`config.mk`:
```
export PLATFORM = sky130hd
export DESIGN_NAME = sram_word_bridge
export DESIGN_NICKNAME = d
export VERILOG_FILES = /design/src/rtl/sram_pkg.sv /design/src/rtl/sram_word_cache.sv /design/src/rtl/sram_word_bridge.sv
export SDC_FILE = /design/constraint.sdc
export NUM_CORES = 1
export LEC_CHECK = 0
export ABC_AREA = 0
export BUFFER_PORTS_ARGS = -buffer_cell sky130_fd_sc_hd__buf_2
export CAP_MARGIN = 40
export CORE_MARGIN = 5
export CORE_UTILIZATION = 55
export CTS_BUF_LIST = sky130_fd_sc_hd__clkbuf_8
export CTS_CLUSTER_DIAMETER = 80
export DETAILED_ROUTE_END_ITERATION = 10
export PLACE_DENSITY = 0.86
export SYNTH_ARGS = -nofsm -noshare
export SYNTH_HDL_FRONTEND = slang
export SYNTH_SLANG_ARGS = --single-unit
```
`constraint.sdc`:
```
create_clock -name clk -period 5.3 [get_ports clk]
set_input_delay 0 -clock clk [delete_from_list [all_inputs] [get_ports clk]]
set_output_delay 0 -clock clk [all_outputs]
set_load 0.01 [all_outputs]
```
`src/rtl/sram_pkg.sv`:
```
// Shared types and constants for the SRAM word bridge: FSM encoding, default
// widths and the lane-to-bit-slice helper.
package sram_pkg;
    localparam int ADDR_W_DEF = 17;
    localparam int LANES_DEF  = 4;
    localparam int BYTE_W     = 8;

    typedef enum logic [2:0] {IDLE, NEXT, GO, WRISE, WFALL, DONE} state_t;

    // LSB position of a byte lane inside the 32-bit word.
    function automatic int lane_lsb(input int lane);
        return lane * BYTE_W;
    endfunction
endpackage

```
`src/rtl/sram_word_cache.sv`:
```
// One-entry read cache (valid, tag, data) with byte merge on write hits.
// Instantiated by sram_word_bridge only when SRAM_WORD_BRIDGE_RDCACHE_EN is defined.
module sram_word_cache
    import sram_pkg::*;
#(
    parameter int TAG_W = ADDR_W_DEF - 2,
    parameter int LANES = LANES_DEF
) (
    input  logic                    clk,
    input  logic                    rst_n,
    input  logic [TAG_W-1:0]        lookup_tag,
    output logic                    hit,
    output logic [LANES*BYTE_W-1:0] data,
    input  logic                    fill,
    input  logic [TAG_W-1:0]        fill_tag,
    input  logic [LANES*BYTE_W-1:0] fill_data,
    input  logic                    merge,
    input  logic [LANES-1:0]        merge_be,
    input  logic [LANES*BYTE_W-1:0] merge_data
);
    logic                    valid;
    logic [TAG_W-1:0]        tag_q;
    logic [LANES*BYTE_W-1:0] data_q;

    assign hit  = valid && (tag_q == lookup_tag);
    assign data = data_q;

    always_ff @(posedge clk or negedge rst_n) begin
        if (!rst_n) begin
            valid  <= 1'b0;
            tag_q  <= '0;
            data_q <= '0;
        end else if (fill) begin
            valid  <= 1'b1;
            tag_q  <= fill_tag;
            data_q <= fill_data;
        end else if (merge && hit) begin
            // Write to the cached word: keep it coherent, valid stays set.
            for (int i = 0; i < LANES; i++)
                if (merge_be[i])
                    data_q[lane_lsb(i) +: BYTE_W] <= merge_data[lane_lsb(i) +: BYTE_W];
        end
    end
endmodule

```
`src/rtl/sram_word_bridge.sv`:
```
// Splits 32-bit word requests into byte cycles on the 8-bit SRAM controller's
// go/busy interface. Optional read cache: define SRAM_WORD_BRIDGE_RDCACHE_EN.
module sram_word_bridge
    import sram_pkg::*;
#(
    parameter int ADDR_W = ADDR_W_DEF,
    parameter int LANES  = LANES_DEF
) (
    input  logic                    clk,
    input  logic                    rst_n,
    input  logic                    req,
    output logic                    ready,
    input  logic                    we,
    input  logic [ADDR_W-1:0]       addr,
    input  logic [LANES-1:0]        be,
    input  logic [LANES*BYTE_W-1:0] wdata,
    output logic [LANES*BYTE_W-1:0] rdata,
    output logic                    ack,
    output logic                    mem_go,
    output logic                    mem_wr,
    output logic [ADDR_W-1:0]       mem_adr,
    output logic [BYTE_W-1:0]       mem_dat,
    input  logic [BYTE_W-1:0]       mem_rdt,
    input  logic                    mem_busy
);
    state_t                  state, state_nxt;
    logic                    we_q, hit_q;
    logic [ADDR_W-3:0]       addr_hi;
    logic [LANES-1:0]        be_q, need;
    logic [LANES*BYTE_W-1:0] wdata_q;
    logic [2:0]              cnt;
    logic                    accept, found, hit;
    logic [1:0]              lane_sel;
    logic [LANES*BYTE_W-1:0] cache_data;
    logic                    unused;

    assign unused = &{1'b0, addr[1:0]};
    assign ready  = (state == IDLE) && !mem_busy;
    assign accept = req && ready;

`ifdef SRAM_WORD_BRIDGE_RDCACHE_EN
    sram_word_cache #(.TAG_W(ADDR_W-2), .LANES(LANES)) u_cache (
        .clk        (clk),
        .rst_n      (rst_n),
        .lookup_tag (addr[ADDR_W-1:2]),
        .hit        (hit),
        .data       (cache_data),
        .fill       ((state == DONE) && !we_q),
        .fill_tag   (addr_hi),
        .fill_data  (rdata),
        .merge      (accept && we),
        .merge_be   (be),
        .merge_data (wdata)
    );
`else
    assign hit        = 1'b0;
    assign cache_data = '0;
`endif

    // Lowest lane at or above the counter that still needs a controller cycle;
    // disabled write lanes are skipped without spending a cycle each.
    always_comb begin
        need     = we_q ? be_q : (hit_q ? '0 : '1);
        found    = 1'b0;
        lane_sel = '0;
        for (int i = LANES-1; i >= 0; i--)
            if (need[i] && (i >= int'(cnt))) begin
                found    = 1'b1;
                lane_sel = 2'(i);
            end
    end

    always_comb begin
        state_nxt = state;
        case (state)
            IDLE:    if (accept) state_nxt = NEXT;
            NEXT:    state_nxt = found ? GO : DONE;
            GO:      state_nxt = WRISE;
            WRISE:   if (mem_busy) state_nxt = WFALL;
            WFALL:   if (!mem_busy) state_nxt = NEXT;
            DONE:    state_nxt = IDLE;
            default: state_nxt = IDLE;
        endcase
    end

    always_ff @(posedge clk or negedge rst_n) begin
        if (!rst_n) begin
            state   <= IDLE;
            we_q    <= 1'b0;
            hit_q   <= 1'b0;
            addr_hi <= '0;
            be_q    <= '0;
            wdata_q <= '0;
            cnt     <= '0;
            rdata   <= '0;
            ack     <= 1'b0;
            mem_go  <= 1'b0;
            mem_wr  <= 1'b0;
            mem_adr <= '0;
            mem_dat <= '0;
        end else begin
            state  <= state_nxt;
            // go/ack flops line up with the GO and DONE states.
            mem_go <= (state == NEXT) && found;
            ack    <= (state == NEXT) && !found;
            if (accept) begin
                we_q    <= we;
                hit_q   <= !we && hit;
                addr_hi <= addr[ADDR_W-1:2];
                be_q    <= be;
                wdata_q <= wdata;
                cnt     <= '0;
                if (!we && hit) rdata <= cache_data;
            end
            if ((state == NEXT) && found) begin
                cnt     <= {1'b0, lane_sel};
                mem_wr  <= we_q;
                mem_adr <= {addr_hi, lane_sel};
                mem_dat <= wdata_q[lane_lsb(int'(lane_sel)) +: BYTE_W];
            end
            if ((state == WFALL) && !mem_busy) begin
                if (!we_q) rdata[lane_lsb(int'(cnt[1:0])) +: BYTE_W] <= mem_rdt;
                cnt <= cnt + 3'd1;
            end
        end
    end

    a_go_spaced: assert property (@(posedge clk) disable iff (!rst_n) mem_go |=> !mem_go);
    a_go_idle:   assert property (@(posedge clk) disable iff (!rst_n) !(mem_go && mem_busy));
endmodule
```
---- Word level (Yosys, flattened, before mapping) ----
Index checks and enable logic that the tools add are counted.
word-level totals
  flip-flop bits (word level) ............. 118
  logic and storage cells ................. 62
  bits of input ports ..................... 66
operators by class
  shift operators ......................... 3
  magnitude comparators ................... 4
  equality and inequality tests ........... 7
  add/subtract/negate cells ............... 2
  muxes and demuxes ....................... 18
  bitwise operators ....................... 1
  reduce and logical (&&, ||, !) cells .... 15
operators with widths
  cell                                                                                number
  5-bit negator with 33-bit output                                                    1
  8-bit by 33-bit variable shift with 32-bit output, first input constant             1
  8-bit by 33-bit variable part select with 32-bit output                             1
  32-bit bitwise mux                                                                  1
  32-bit by 6-bit variable part select with 8-bit output                              1
  3-bit two-way mux                                                                   7
  3-bit case mux with 5 select lines                                                  1
  1-bit logical AND                                                                   9
  2-bit two-way mux                                                                   4
  3-bit by 2-bit equality test with 1-bit output, second input constant               2
  1-bit by 3-bit greater-or-equal comparator with 1-bit output, first input constant  2
  2-bit by 3-bit greater-or-equal comparator with 1-bit output, first input constant  2
  2-bit != test, second input constant                                                3
  1-bit two-way mux                                                                   4
  4-bit two-way mux                                                                   1
  3-bit by 1-bit adder with 3-bit output, second input constant                       1
  3-bit by 1-bit equality test with 1-bit output, second input constant               1
  3-bit equality test, second input constant                                          1
  3-bit logical NOT                                                                   1
  3-bit AND reduction                                                                 1
  3-bit nonzero test                                                                  1
  1-bit logical NOT                                                                   2
  2-bit AND reduction                                                                 1
  1-bit NOT                                                                           1

---- Logic depth before layout (Yosys ltp) ----
  depth in word-level cells ............... 9
  depth in mapped cells ................... 11

---- Least setup slack after synthesis ----
Ideal clock, no wire load.
  kind .................................... reg2reg
  start ................................... register cnt[0]
  end ..................................... register mem_adr[10]
  arrival time ............................ 2.235 ns
  cell stages (with the launch flop) ...... 11
  path slack .............................. 2.941 ns
  clock period less this slack ............ 2.359 ns
  buffers on the path ..................... 2
  cells stage by stage .................... dfrtp_1 inv_1 ha_1 and3b_1 buf_6 or3_4 nand3_1 nand2_1 inv_2 buf_6 mux2_2
between the ends
  cells in the longest elaborated chain, start to end .. 7
RTL lines
  item                                                          RTL line                 RTL
  start, declared                                               sram_word_bridge.sv:31   logic [2:0] cnt;
  start signal, assigned                                        sram_word_bridge.sv:116  cnt <= {1'b0, lane_sel};
  start signal, assigned                                        sram_word_bridge.sv:123  cnt <= cnt + 3'd1;
  2-bit by 3-bit greater-or-equal comparator with 1-bit output  sram_word_bridge.sv:67   if (need[i] && (i >= int'(cnt))) begin
  1-bit logical AND                                             sram_word_bridge.sv:67
  1-bit two-way mux (3 in series)                               sram_word_bridge.sv:67
  1-bit two-way mux (*)                                         sram_word_bridge.sv:67
  1-bit logical AND (*)                                         sram_word_bridge.sv:115  if ((state == NEXT) && found) begin
  end signal, assigned                                          sram_word_bridge.sv:118  mem_adr <= {addr_hi, lane_sel};
  end, declared                                                 sram_word_bridge.sv:21   output logic [ADDR_W-1:0] mem_adr,
Mark *: on every way between the ends. The rest lies on a longest branch, timed or not.
A chain may end at the register's enable or synchronous reset.

---- Worst setup path after layout ----
Same ends and word-level chain as after synthesis.

==> impl_metrics.json <==
{
  "post_synthesis_cell_count": 420,
  "timing_worst_slew_pin_value_ns": 1.01,
  "final_max_slew_viol_count": 0,
  "nNetsFinal": 679,
  "synth_top_cells_by_area": "dfrtp_1 59%, mux2_2 14%, o21ai_0 4.4%, nand3_1 3.5%, inv_1 3.3%",
  "timing.critical_path.required_ns": 5.60,
  "buffer_ports.inserted": 124,
  "synthDominantCellAreaShare_pct": 58.5,
  "grt_util_all_layers_pct": 25.7,
  "floorplan.die_area_mm2": 0.0112,
  "internal-power_mw": 2.37,
  "arrival_ns": 3.41,
  "synth_top_area_cell": "dfrtp_1",
  "coreArea_mm2": 0.00911,
  "yosysSeqAreaShare_pct": 58.5,
  "first_global_vias": 4438,
  "worst_clock_skew_ns": 0.0125,
  "async_flop_share_pct": 100,
  "n_antenna_cell": 0,
  "floorplan.initialDensity_pct": 55.4,
  "synth_enable_flop_cells": 0,
  "worstSetupStartpoint": "cnt[0]$_DFFE_PN0P_",
  "r2r_end": "mem_adr[10]$_DFFE_PN0P_",
  "final.setup.tns_ns": 0,
  "pwr-share-clk_pct": 18.8,
  "dr_total_vias": 4135,
  "switching_share_pct": 37.1,
  "dpl.hpwl_um": 8210,
  "power_per_standard_cell_area_mw_per_mm2": 563,
  "cts_tree": "done",
  "top_level_ports": 127,
  "cts.clk_slew.worst_paths_ns": 0.07,
  "regToRegStartpoint": "cnt[0]$_DFFE_PN0P_",
  "clock_tree.buffer_depth": 2,
  "cts.root.buffer_cell": "clkbuf_8",
  "report.final.hold_viol_count": 0,
  "switchingPower_mw": 1.40,
  "ratio_of_routed_vias_to_standard_cells": 5.65,
  "startpoint_type": "flop",
  "antenna_violations_before_repair": 0,
  "max_freq_mhz": 321,
  "final_antenna_net_count": 0,
  "grt_max_degree": 70,
  "first_pass_iters": 7,
  "end_point_of_the_critical_path": "mem_adr[10]$_DFFE_PN0P_",
  "drive_gt1_share_pct": 37.4,
  "cts.repair.resized": 0,
  "post_synth_num_cell_types": 40,
  "run_status": "finished, final reports clean",
  "remaining_drc_errors": 0,
  "worst_setup_path_end_kind": "flop",
  "ff_latch_area_mm2": 0.00295,
  "hold_path.class": "in -> reg",
  "layout_min_cycle_time_ns": 3.11,
  "weighted_congestion_reported_at_the_end_of_routability_driven_placement": 0.822,
  "synth-seq-cells": 118,
  "power.static_leakage_nw": 3.14,
  "fillerInstances": 608,
  "grt_overflow": 0,
  "drt_wl_total_um": 13800,
  "tritoncts.num_buffers": 17,
  "max_slew_margin_pct": 32.7,
  "sequentialPowerShare_pct": 42.8,
  "syn-cell-area_mm2": 0.00504,
  "irDropWorstVdd_uv": 302,
  "clock_tree.htree_level_count": 4,
  "multi_input_comb_area_mm2": 0.00180,
  "most_frequent_standard_cell_in_the_layout_excluding_fill_and_tap_cells": "buf_2",
  "wire_per_inst_um": 18.9,
  "numClockSinks": 118,
  "worst-r2r-cell-count": 8,
  "cap_violations": 0,
  "finish.cell_count_without_fillers": 732,
  "x_dimension_of_the_die_um": 106,
  "numPlacedInstances": 638,
  "floorplan.rows": 35,
  "syn_avg_cell_area_um2": 12.0,
  "yosysWarningCount": 0,
  "area_delta_synth_final_pct": 32.6,
  "setup.worst_path.class": "reg -> reg",
  "grt_first_pass_wirelength_um": 22400,
  "pwr-share-comb_pct": 38.3,
  "die_h_um": 106,
  "min_period_over_period_pct": 58.7,
  "mostFrequentLayoutCells": "124 x buf_2, 118 x dfrtp_1, 64 x mux2_2, 63 x dlygate4sd3_1, 47 x inv_1",
  "setup-violations-final": 0,
  "postSynthNetCount": 490,
  "insertion_delay_ns": 0.42,
  "worstPathMaxFanout": 36,
  "grt_setup_unrepaired": "no",
  "synth_flop_cell": "dfrtp_1",
  "reg2reg_setup_slack_ns": 2.19,
  "drt_iter0_drc": 246
}
## state kept, by name, summed over array words and instances (netlist names)
register,count
rdata,32
wdata_q,32
mem_adr,17
addr_hi,15
mem_dat,8
be_q,4
cnt,3
state,3
ack,1
mem_go,1
mem_wr,1
we_q,1
## timing repair
item | 4_1_cts | 5_1_grt
endpoints found under the setup margin | 0 | 0
hold buffers | 63 | 0
buffers inserted | 0 | 0
endpoints found under the hold margin | 134 | 0
## cell type report
type / instances / share of cell area [%]
clock buffer: 21 / 4.32
clock inverter: 10 / 0.861
inverter: 46 / 2.58
multi-input combinational: 236 / 27.0
sequential: 118 / 44.2
tap: 111 / 2.08
timing repair buffer: 190 / 19.0
## cells by family (layout without fill, tap and decap cells)
| family | Yosys count | after routing | share of synthesized area, % |
|---|---|---|---|
| flops | 118 | 118 | 58.5 |
| compound gates | 83 | 83 | 10.7 |
| simple gates | 81 | 81 | 8.83 |
| mux | 68 | 68 | 15.2 |
| buf+inv | 66 | 267 | 5.76 |
| fa+ha+maj | 4 | 4 | 0.992 |
## through the flow
step	total power [mW]	area, um^2	hold WS [ns]	worst slack [ns]	utilization [%]
2_1_floorplan	2.47	5040	-0.296	2.94	-
3_3_place_gp	2.86	5710	0.0434	2.38	62.6
3_5_place_dp	2.96	5710	0.0644	2.26	62.7
4_1_cts	3.71	6690	0.00179	2.23	73.4
5_1_grt	4.00	6690	0.0153	2.03	73.4
6_report	3.77	6690	0.0266	2.19	73.4
## power by group through the flow
stage                     Combinational [mW]  Clock [mW]  Sequential [mW]
after global placement                  1.29           0             1.57
after floorplan                        0.842           0             1.63
after global routing                    1.57       0.767             1.66
after detailed placement                1.35           0             1.60
after CTS                               1.40       0.713             1.59
final                                   1.44       0.710             1.61
## per-layer routing
metal	share of wire (%)	track usage, %	up-vias
li1	-	-	1856
met1	36	29.1	2023
met4	4.3	13.1	0
met5	0	0	-
met3	7.1	7.23	52
met2	52	44.4	204
## synthesized netlist by cell type (4+ instances only)
cell type / instances
nand2_1: 7
buf_6: 4
o21ai_0: 44
dfrtp_1: 118
nor3_1: 4
a222oi_1: 8
o2111ai_1: 8
nand3_1: 35
clkbuf_1: 10
nor2b_1: 5
nor2_1: 13
nand2b_1: 4
mux2_2: 64
nor3b_2: 4
ha_1: 4
a21oi_1: 10
inv_1: 45
mux2_1: 4
buf_2: 4
## worst max-delay path, cell delays in order, from the launching register on
cell and delay [ns]:
dfrtp_1 0.48, inv_1 0.19, ha_1 0.25, o21ba_2 0.19, o32a_1 0.50, nand3_1 0.26
nand2_1 0.16, inv_2 0.54, mux2_2 0.41
## how the worst min path moves through the flow
stage	to	depth (start not counted)	slack, ns	start
2_1_floorplan	ack$_DFF_PN0_	0	-0.30	rst_n
3_3_place_gp	rdata[23]$_DFFE_PN0P_	1	0.04	rst_n
3_5_place_dp	rdata[21]$_DFFE_PN0P_	1	0.06	rst_n
4_1_cts	state[1]$_DFFE_PN0P_	4	0.002	mem_busy
5_1_grt	state[1]$_DFFE_PN0P_	4	0.02	mem_busy
6_report	state[1]$_DFFE_PN0P_	4	0.03	mem_busy
Note: power is estimated with default switching activity, not from simulation.
